File: config.mk
export PLATFORM = sky130hd
export DESIGN_NAME = spi_nibble_writer_flat
export DESIGN_NICKNAME = d
export VERILOG_FILES = /design/src/rtl/spi_nibble_writer_if.sv /design/src/rtl/spi_nibble_writer.sv /design/src/flat_wrapper.sv
export SDC_FILE = /design/constraint.sdc
export NUM_CORES = 1
export LEC_CHECK = 0
export BUFFER_PORTS_ARGS = -buffer_cell sky130_fd_sc_hd__buf_2
export CAP_MARGIN = 5
export CORE_MARGIN = 2
export CORE_UTILIZATION = 45
export DETAILED_ROUTE_END_ITERATION = 8
export PLACE_DENSITY = 0.61
export SLEW_MARGIN = 20
export SYNTH_ARGS = -nofsm -noshare
export SYNTH_HDL_FRONTEND = slang
export SYNTH_SLANG_ARGS = --single-unit
File: constraint.sdc
create_clock -name clock -period 2 [get_ports clock]
set_input_delay 0.2 -clock clock [delete_from_list [all_inputs] [get_ports clock]]
set_output_delay 0.2 -clock clock [all_outputs]
set_load 0.03 [all_outputs]
File: src/rtl/spi_nibble_writer_if.sv
// -----------------------------------------------------------------------------
// spi_nibble_writer_if
// Bundles the SPI pins from the host and the 4-bit sample RAM write port with
// the frame status outputs of spi_nibble_writer.
//
// Signals
//   spi_sclk      SPI clock from the host (asynchronous to the system clock)
//   spi_cs_n      SPI chip select, active low (asynchronous)
//   spi_mosi      SPI data, host -> writer (asynchronous)
//   spi_miso      SPI data, writer -> host
//   address[7:0]  RAM write address
//   data[3:0]     RAM write data
//   wren          RAM write enable, one-cycle pulse per nibble
//   nibble_count  nibbles written in the current/last frame
//   frame_done    one-cycle pulse after chip select deasserts
//   overflow      sticky flag: the frame carried more nibbles than accepted
//
// Modports
//   slave   the writer side (spi_nibble_writer)
//   master  the host/RAM side (testbench or surrounding system)
// -----------------------------------------------------------------------------
interface spi_nibble_writer_if;
   logic       spi_sclk;
   logic       spi_cs_n;
   logic       spi_mosi;
   logic       spi_miso;
   logic [7:0] address;
   logic [3:0] data;
   logic       wren;
   logic [7:0] nibble_count;
   logic       frame_done;
   logic       overflow;

   modport slave (
      input  spi_sclk, spi_cs_n, spi_mosi,
      output spi_miso, address, data, wren, nibble_count, frame_done, overflow
   );

   modport master (
      output spi_sclk, spi_cs_n, spi_mosi,
      input  spi_miso, address, data, wren, nibble_count, frame_done, overflow
   );
endinterface

File: src/rtl/spi_nibble_writer.sv
// -----------------------------------------------------------------------------
// spi_nibble_writer
// SPI mode-0 slave that receives MSB-first bytes from the host, splits each
// byte into two nibbles (high first) and writes them into the 4-bit sample RAM
// starting at BASE_ADDR. One chip-select low window is one frame; at most
// MAX_NIBBLES nibbles are written per frame, later ones are dropped and flagged.
//
// Ports
//   clock   system clock, all logic on the rising edge (>= 6x spi_sclk)
//   reset   synchronous, active-high reset
//   bus     spi_nibble_writer_if.slave: SPI pins, RAM write port, frame status
//
// Parameters
//   BASE_ADDR    first RAM address written in each frame
//   MAX_NIBBLES  nibbles accepted per frame
//   SYNC_STAGES  synchroniser depth on the SPI inputs (>= 2)
//
// Configuration macro
//   SPI_MISO_ECHO_EN  when defined, MISO echoes the previously received byte
//                     (00 during the first byte of a frame); otherwise MISO
//                     is tied low and no echo register exists.
// -----------------------------------------------------------------------------
module spi_nibble_writer #(
   parameter logic [7:0] BASE_ADDR   = 8'h00,
   parameter logic [7:0] MAX_NIBBLES = 8'h91,
   parameter int         SYNC_STAGES = 2
) (
   input logic                clock,
   input logic                reset,
   spi_nibble_writer_if.slave bus
);

   typedef enum logic [2:0] {
      S_IDLE,
      S_RECV,
      S_WR_HI,
      S_WR_LO,
      S_DONE
   } state_t;

   // ---------------------------------------------------------------------------
   // Input synchronisers and edge detection
   // ---------------------------------------------------------------------------
   logic [SYNC_STAGES-1:0] r_sclk_sync;
   logic [SYNC_STAGES-1:0] r_cs_sync;
   logic [SYNC_STAGES-1:0] r_mosi_sync;
   logic                   r_sclk_d;
   logic                   r_cs_d;

   // NOTE: the synchronisers and edge-detect flops are deliberately not reset.
   // They keep tracking the pins through reset, so a reset in the middle of a
   // frame cannot manufacture a chip-select edge when it releases.
   always_ff @(posedge clock) begin
      r_sclk_sync <= {r_sclk_sync[SYNC_STAGES-2:0], bus.spi_sclk};
      r_cs_sync   <= {r_cs_sync[SYNC_STAGES-2:0],   bus.spi_cs_n};
      r_mosi_sync <= {r_mosi_sync[SYNC_STAGES-2:0], bus.spi_mosi};
      r_sclk_d    <= r_sclk_sync[SYNC_STAGES-1];
      r_cs_d      <= r_cs_sync[SYNC_STAGES-1];
   end

   logic w_sclk;
   logic w_cs_n;
   logic w_mosi;
   logic w_sclk_rise;
   logic w_cs_fall;
   logic w_cs_rise;

   assign w_sclk      = r_sclk_sync[SYNC_STAGES-1];
   assign w_cs_n      = r_cs_sync[SYNC_STAGES-1];
   assign w_mosi      = r_mosi_sync[SYNC_STAGES-1];
   assign w_sclk_rise = w_sclk & ~r_sclk_d;
   assign w_cs_fall   = ~w_cs_n & r_cs_d;
   assign w_cs_rise   = w_cs_n & ~r_cs_d;

   // ---------------------------------------------------------------------------
   // Byte shifter: independent of the write FSM so the next byte can arrive
   // while the previous one is still being written.
   // ---------------------------------------------------------------------------
   logic       r_in_frame;   // set only by a real cs_n fall seen after reset
   logic [2:0] r_bit_cnt;
   logic [6:0] r_shift;
   logic [7:0] r_hold;
   logic       r_byte_rdy;
   logic [7:0] w_shift_next;

   assign w_shift_next = {r_shift, w_mosi};

   // NOTE: sequential state is always assigned with non-blocking (<=) so every
   // flop samples the pre-edge values of the others, independent of order.
   always_ff @(posedge clock) begin
      if (reset) begin
         r_in_frame <= 1'b0;
         r_bit_cnt  <= 3'd0;
         r_shift    <= 7'd0;
         r_hold     <= 8'h00;
         r_byte_rdy <= 1'b0;
      end else begin
         r_byte_rdy <= 1'b0;
         if (w_cs_fall) begin
            r_in_frame <= 1'b1;
            r_bit_cnt  <= 3'd0;
         end else if (w_cs_rise) begin
            // Any partial byte is simply abandoned.
            r_in_frame <= 1'b0;
            r_bit_cnt  <= 3'd0;
         end else if (r_in_frame && w_sclk_rise) begin
            r_shift <= w_shift_next[6:0];
            if (r_bit_cnt == 3'd7) begin
               r_hold     <= w_shift_next;
               r_byte_rdy <= 1'b1;
               r_bit_cnt  <= 3'd0;
            end else begin
               r_bit_cnt <= r_bit_cnt + 3'd1;
            end
         end
      end
   end

   // ---------------------------------------------------------------------------
   // Write FSM
   // ---------------------------------------------------------------------------
   state_t     r_state;
   state_t     w_state_next;
   logic       w_wren;
   logic       w_drop;
   logic [3:0] w_data;
   logic       w_frame_done;
   logic       w_room;
   logic [7:0] r_address;
   logic [7:0] r_nibble_count;
   logic       r_overflow;

   assign w_room = (r_nibble_count < MAX_NIBBLES);

   always_ff @(posedge clock) begin
      if (reset) begin
         r_state <= S_IDLE;
      end else begin
         r_state <= w_state_next;
      end
   end

   // NOTE: every signal driven here gets a default first, so no path through
   // the case statement can leave one unassigned and infer a latch.
   always_comb begin
      w_state_next = r_state;
      w_wren       = 1'b0;
      w_drop       = 1'b0;
      w_data       = 4'h0;
      w_frame_done = 1'b0;
      case (r_state)
         S_IDLE: begin
            // A byte_rdy here is stale and ignored; only a frame start matters.
            if (w_cs_fall) w_state_next = S_RECV;
         end
         S_RECV: begin
            if (r_byte_rdy)  w_state_next = S_WR_HI;
            else if (w_cs_n) w_state_next = S_DONE;
         end
         S_WR_HI: begin
            if (w_room) begin
               w_wren = 1'b1;
               w_data = r_hold[7:4];
            end else begin
               w_drop = 1'b1;
            end
            w_state_next = S_WR_LO;
         end
         S_WR_LO: begin
            if (w_room) begin
               w_wren = 1'b1;
               w_data = r_hold[3:0];
            end else begin
               w_drop = 1'b1;
            end
            // A cs_n rise during the byte write is honoured once both nibbles are done.
            w_state_next = w_cs_n ? S_DONE : S_RECV;
         end
         S_DONE: begin
            w_frame_done = 1'b1;
            w_state_next = w_cs_fall ? S_RECV : S_IDLE;
         end
         default: w_state_next = S_IDLE;
      endcase
   end

   // Address/count/overflow: cleared at frame start, held after the frame ends.
   always_ff @(posedge clock) begin
      if (reset) begin
         r_address      <= BASE_ADDR;
         r_nibble_count <= 8'h00;
         r_overflow     <= 1'b0;
      end else if (w_cs_fall) begin
         r_address      <= BASE_ADDR;
         r_nibble_count <= 8'h00;
         r_overflow     <= 1'b0;
      end else if (w_wren) begin
         r_address      <= r_address + 8'd1;
         r_nibble_count <= r_nibble_count + 8'd1;
      end else if (w_drop) begin
         r_overflow <= 1'b1;
      end
   end

   assign bus.address      = r_address;
   assign bus.data         = w_data;
   assign bus.wren         = w_wren;
   assign bus.nibble_count = r_nibble_count;
   assign bus.frame_done   = w_frame_done;
   assign bus.overflow     = r_overflow;

   // ---------------------------------------------------------------------------
   // Optional MISO echo of the previous byte
   // ---------------------------------------------------------------------------
`ifdef SPI_MISO_ECHO_EN
   logic       w_sclk_fall;
   logic [7:0] r_miso_sh;
   logic       r_echo_skip;

   assign w_sclk_fall = ~w_sclk & r_sclk_d;

   // The byte is reloaded just after the 8th rising edge; the 8th falling edge
   // that follows must not shift, or the echoed MSB would be lost.
   always_ff @(posedge clock) begin
      if (reset) begin
         r_miso_sh   <= 8'h00;
         r_echo_skip <= 1'b0;
      end else if (w_cs_fall) begin
         r_miso_sh   <= 8'h00;
         r_echo_skip <= 1'b0;
      end else if (r_byte_rdy) begin
         r_miso_sh   <= r_hold;
         r_echo_skip <= 1'b1;
      end else if (r_in_frame && w_sclk_fall) begin
         if (r_echo_skip) begin
            r_echo_skip <= 1'b0;
         end else begin
            r_miso_sh <= {r_miso_sh[6:0], 1'b0};
         end
      end
   end

   assign bus.spi_miso = r_miso_sh[7];
`else
   assign bus.spi_miso = 1'b0;
`endif

endmodule
File: src/flat_wrapper.sv
// flat-port wrapper written by rule: the top's interface ports become plain ports
module spi_nibble_writer_flat 
#(
   parameter logic [7:0] BASE_ADDR   = 8'h00,
   parameter logic [7:0] MAX_NIBBLES = 8'h91,
   parameter int         SYNC_STAGES = 2
)
  (clock, reset, bus_spi_sclk, bus_spi_cs_n, bus_spi_mosi, bus_spi_miso, bus_address, bus_data, bus_wren, bus_nibble_count, bus_frame_done, bus_overflow);
  spi_nibble_writer_if bus_i ();
  input logic clock;
  input logic reset;
  input wire logic [$bits(bus_i.spi_sclk)-1:0] bus_spi_sclk;
  input wire logic [$bits(bus_i.spi_cs_n)-1:0] bus_spi_cs_n;
  input wire logic [$bits(bus_i.spi_mosi)-1:0] bus_spi_mosi;
  output wire logic [$bits(bus_i.spi_miso)-1:0] bus_spi_miso;
  output wire logic [$bits(bus_i.address)-1:0] bus_address;
  output wire logic [$bits(bus_i.data)-1:0] bus_data;
  output wire logic [$bits(bus_i.wren)-1:0] bus_wren;
  output wire logic [$bits(bus_i.nibble_count)-1:0] bus_nibble_count;
  output wire logic [$bits(bus_i.frame_done)-1:0] bus_frame_done;
  output wire logic [$bits(bus_i.overflow)-1:0] bus_overflow;
  assign bus_i.spi_sclk = bus_spi_sclk;
  assign bus_i.spi_cs_n = bus_spi_cs_n;
  assign bus_i.spi_mosi = bus_spi_mosi;
  assign bus_spi_miso = bus_i.spi_miso;
  assign bus_address = bus_i.address;
  assign bus_data = bus_i.data;
  assign bus_wren = bus_i.wren;
  assign bus_nibble_count = bus_i.nibble_count;
  assign bus_frame_done = bus_i.frame_done;
  assign bus_overflow = bus_i.overflow;
  spi_nibble_writer #(.BASE_ADDR(BASE_ADDR), .MAX_NIBBLES(MAX_NIBBLES), .SYNC_STAGES(SYNC_STAGES)) u_core (.clock(clock), .reset(reset), .bus(bus_i));
endmodule
==> metrics.md <==
| Metric | Value |
|---|---|
| Outcome | `finished, final reports clean` |
| Die width | `69.6 um` |
| Chip height | `69.6 um` |
| Async set-reset flop share out of synthesis | `0%` |
| Hold crit path type | `input pin to flip-flop` |
| Die footprint | `4850 um^2` |
| Crit path kind | `flip-flop to output port` |
| Number of flops mapped to enable cells by yosys | `0` |
| Overall Global Routing Usage | `15.7%` |
| DRC violations left | `0` |
| Worst Path Required | `1.80 ns` |
| LEAKAGE | `0.000897 uW` |
| Nets | `262` |
| Antenna violations before repair | `0` |
| Hold Fails Final Rpt | `0` |
| Worst-path maximum fanout | `25` |
| Synth Cell Area | `1940 um^2` |
| Routed vias | `1570` |
| Post-synth net total | `232` |
| TritonCTS clock tree | `yes` |
| Fin crit share | `93.8%` |
| DRT iter0 DRCs | `132` |
| Detailed Place HPWL | `2450 um` |
| Post-Route Setup TNS | `0 ns` |
| Max Freq | `533 MHz` |
| Vias per std cell | `5.22` |
| Clock sinks | `48` |
| Clock Latency Late Sink | `0.29 ns` |
| Most used DFF post-synth | `dfxtp_1` |
| Most common cell in the netlist | `dfxtp_1` |
| Setup violations, final | `0` |
| Vias in the first global route | `1389` |
| WL/cell | `11.5 um` |
| Largest net degree at the start of global routing | `26` |
| Synth warn | `0` |
| Peak supply drop | `0.492 mV` |
| Crit-path slowest cell | `dfxtp_1` |
| Row count | `23` |
| Largest area contributor in the netlist | `dfxtp_1` |
| Crit path DAT | `1.68 ns` |
| Crit end category | `output port` |
| H-tree depth | `2` |
| Final non-filler cell total | `301` |
| Yosys reg bits | `48` |
| Layout cell share with drive strength beyond 1 | `18.3%` |
| Reg clk slew, reported paths | `0.09 ns` |
| Unrepaired setup endpoints after global routing | `no` |
| Pwr Density | `748 nW/um^2` |
| Placed cell count | `290` |
| Ant diodes | `0` |
| Num ports | `29` |
| Clock buffer count from CTS | `5` |
| DRT antenna net count | `0` |
| Sequential cell area fraction in the yosys report | `49.6%` |
| FILL cells | `394` |
| Slowest cell delay on critical path | `0.35 ns` |
| Top cell type's share of synthesized area | `49.6%` |
| WL final | `3470 um` |
| Initial core utilization | `47.4%` |
| Final slew viol count | `0` |
| Gr ovfl total | `0` |
| Synth Instances | `220` |
| Most instantiated cells after synthesis | `dfxtp_1, a21oi_1, nand2_1` |
| Maxcap violations | `0` |
| Final Critical Period | `1.88 ns` |
| First-pass GRT wire length | `6200 um` |
| Crit path cell chain | `inv_2 -> ha_1 -> nor3b_4 -> o211ai_2 -> buf_12 -> nor2_1 -> buf_2` |
| Core region area | `4090 um^2` |
| Clk buf depth | `2` |
| Detailed Routing Iterations Pass 1 | `4` |
| Area Growth Syn to Fin | `17.6%` |
| Clock root cell | `clkbuf_8` |
| GP Congestion | `0.732` |
| Synth unique cells | `36` |
| CP Launch Type | `flip-flop` |
| Final Skew | `0.00840 ns` |
| Mean Syn Cell Area | `8.81 um^2` |
| Top cells by area, synth | `dfxtp_1, a21oi_1, nand2_1` |
| Number of I/O port buffers | `27` |
## cell families after synthesis
group	count (synthesis)	synth area share, %
and+or+nand+nor	86	22.0
DFF	48	49.6
AOI/OAI and AO/OA	46	13.4
buffers and inverters	20	4.33
muxes	9	4.65
adders and majority gates	7	4.52
xor gates and xnor gates	3	1.36
other	1	0.193
## per-stage QoR
stage               hold WS (ns)  utilization [%]  total power (uW)  worst slack, ns  area, um^2
detailed placement         0.304             52.1              1040            0.224        2130
finish                     0.298             55.8              1710            0.123        2280
floorplan                  0.228                -              1030          0.00776        1940
CTS                        0.288             55.5              1740           0.0662        2270
global placement           0.302             52.1              1040            0.269        2130
global route               0.322             55.8              1780           0.0106        2280
## flip-flops by register name (all words and copies together), names as in the netlist, 2 cells and up
name and flops:
u_core.r_sclk_sync 2, u_core.r_shift 7, u_core.bus.nibble_count 8, u_core.r_state 3, u_core.bus.address 8, u_core.r_hold 8, u_core.r_bit_cnt 3, u_core.r_mosi_sync 2
u_core.r_cs_sync 2
## critical path: cells and delay by family (launching register included)
| kind | cells | cell delay [ns] |
|---|---|---|
| adder cells (fa/ha/maj) | 1 | 0.19 |
| AO/OA/AOI/OAI | 1 | 0.21 |
| flip-flops | 1 | 0.35 |
| AND/OR/NAND/NOR | 2 | 0.21 |
| buffers and inverters | 3 | 0.41 |
## per-layer routing
layer / share of wire (%) / global-route usage, %
met3: 4.6 / 4.80
met5: 0 / 0
met4: 0.75 / 5.13
met2: 46 / 25.6
met1: 48 / 19.7
## cell type report
class	count	area [um^2]	share of cell area, %
clock inverter	3	42.5	1.87
tap	50	62.6	2.75
timing repair buffer	34	210	9.23
multi-input combinational	152	900	39.5
clock buffer	5	68.8	3.02
sequential	48	961	42.2
inverter	9	33.8	1.48
## power breakdown
| part | switching, uW | total [uW] | internal [uW] | leakage, uW |
|---|---|---|---|---|
| Combinational | 28.1 | 47.1 | 19.0 | 0.000453 |
| Sequential | 9.88 | 976 | 966 | 0.000390 |
| Clock | 312 | 682 | 370 | 0.0000541 |
## timing repair
action                                  CTS  global route
setup buffers                             0             0
hold buffers                              3             0
endpoints found under the setup margin    0             4
endpoints found under the hold margin     3             0
resized for setup                         0             2
## final timing paths
kind                               from               endpoint  slack [ns]  cells after the start
min reg2reg         u_core.r_cs_sync[0]    u_core.r_cs_sync[1]        0.33                      0
min                               reset      u_core.r_state[0]        0.30                      2
max          u_core.bus.nibble_count[0]            bus_data[2]        0.12                      7
max reg2reg  u_core.bus.nibble_count[0]  u_core.bus.address[7]        0.22                      7
## cell usage in the layout, fill, tap and decap left out, types with 2 or more instances in the layout
| master | Yosys | final |
|---|---|---|
| inv_2 | 2 | 2 |
| dlygate4sd3_1 | 0 | 3 |
| dfxtp_1 | 48 | 48 |
| nand3_1 | 10 | 10 |
| a21oi_1 | 29 | 29 |
| nand4_1 | 4 | 4 |
| mux2i_1 | 9 | 9 |
| nand2_1 | 29 | 29 |
| o21ai_0 | 9 | 9 |
| ha_1 | 7 | 7 |
| or3_1 | 8 | 8 |
| nor2_1 | 17 | 17 |
| buf_4 | 2 | 3 |
| inv_1 | 7 | 7 |
| clkbuf_8 | 0 | 5 |
| o31ai_1 | 2 | 2 |
| nor3b_1 | 2 | 2 |
| or4_1 | 3 | 3 |
| xor2_1 | 2 | 2 |
| buf_2 | 1 | 26 |
| nor3_1 | 5 | 5 |
No activity file was read; power rests on OpenSTA's default activity.
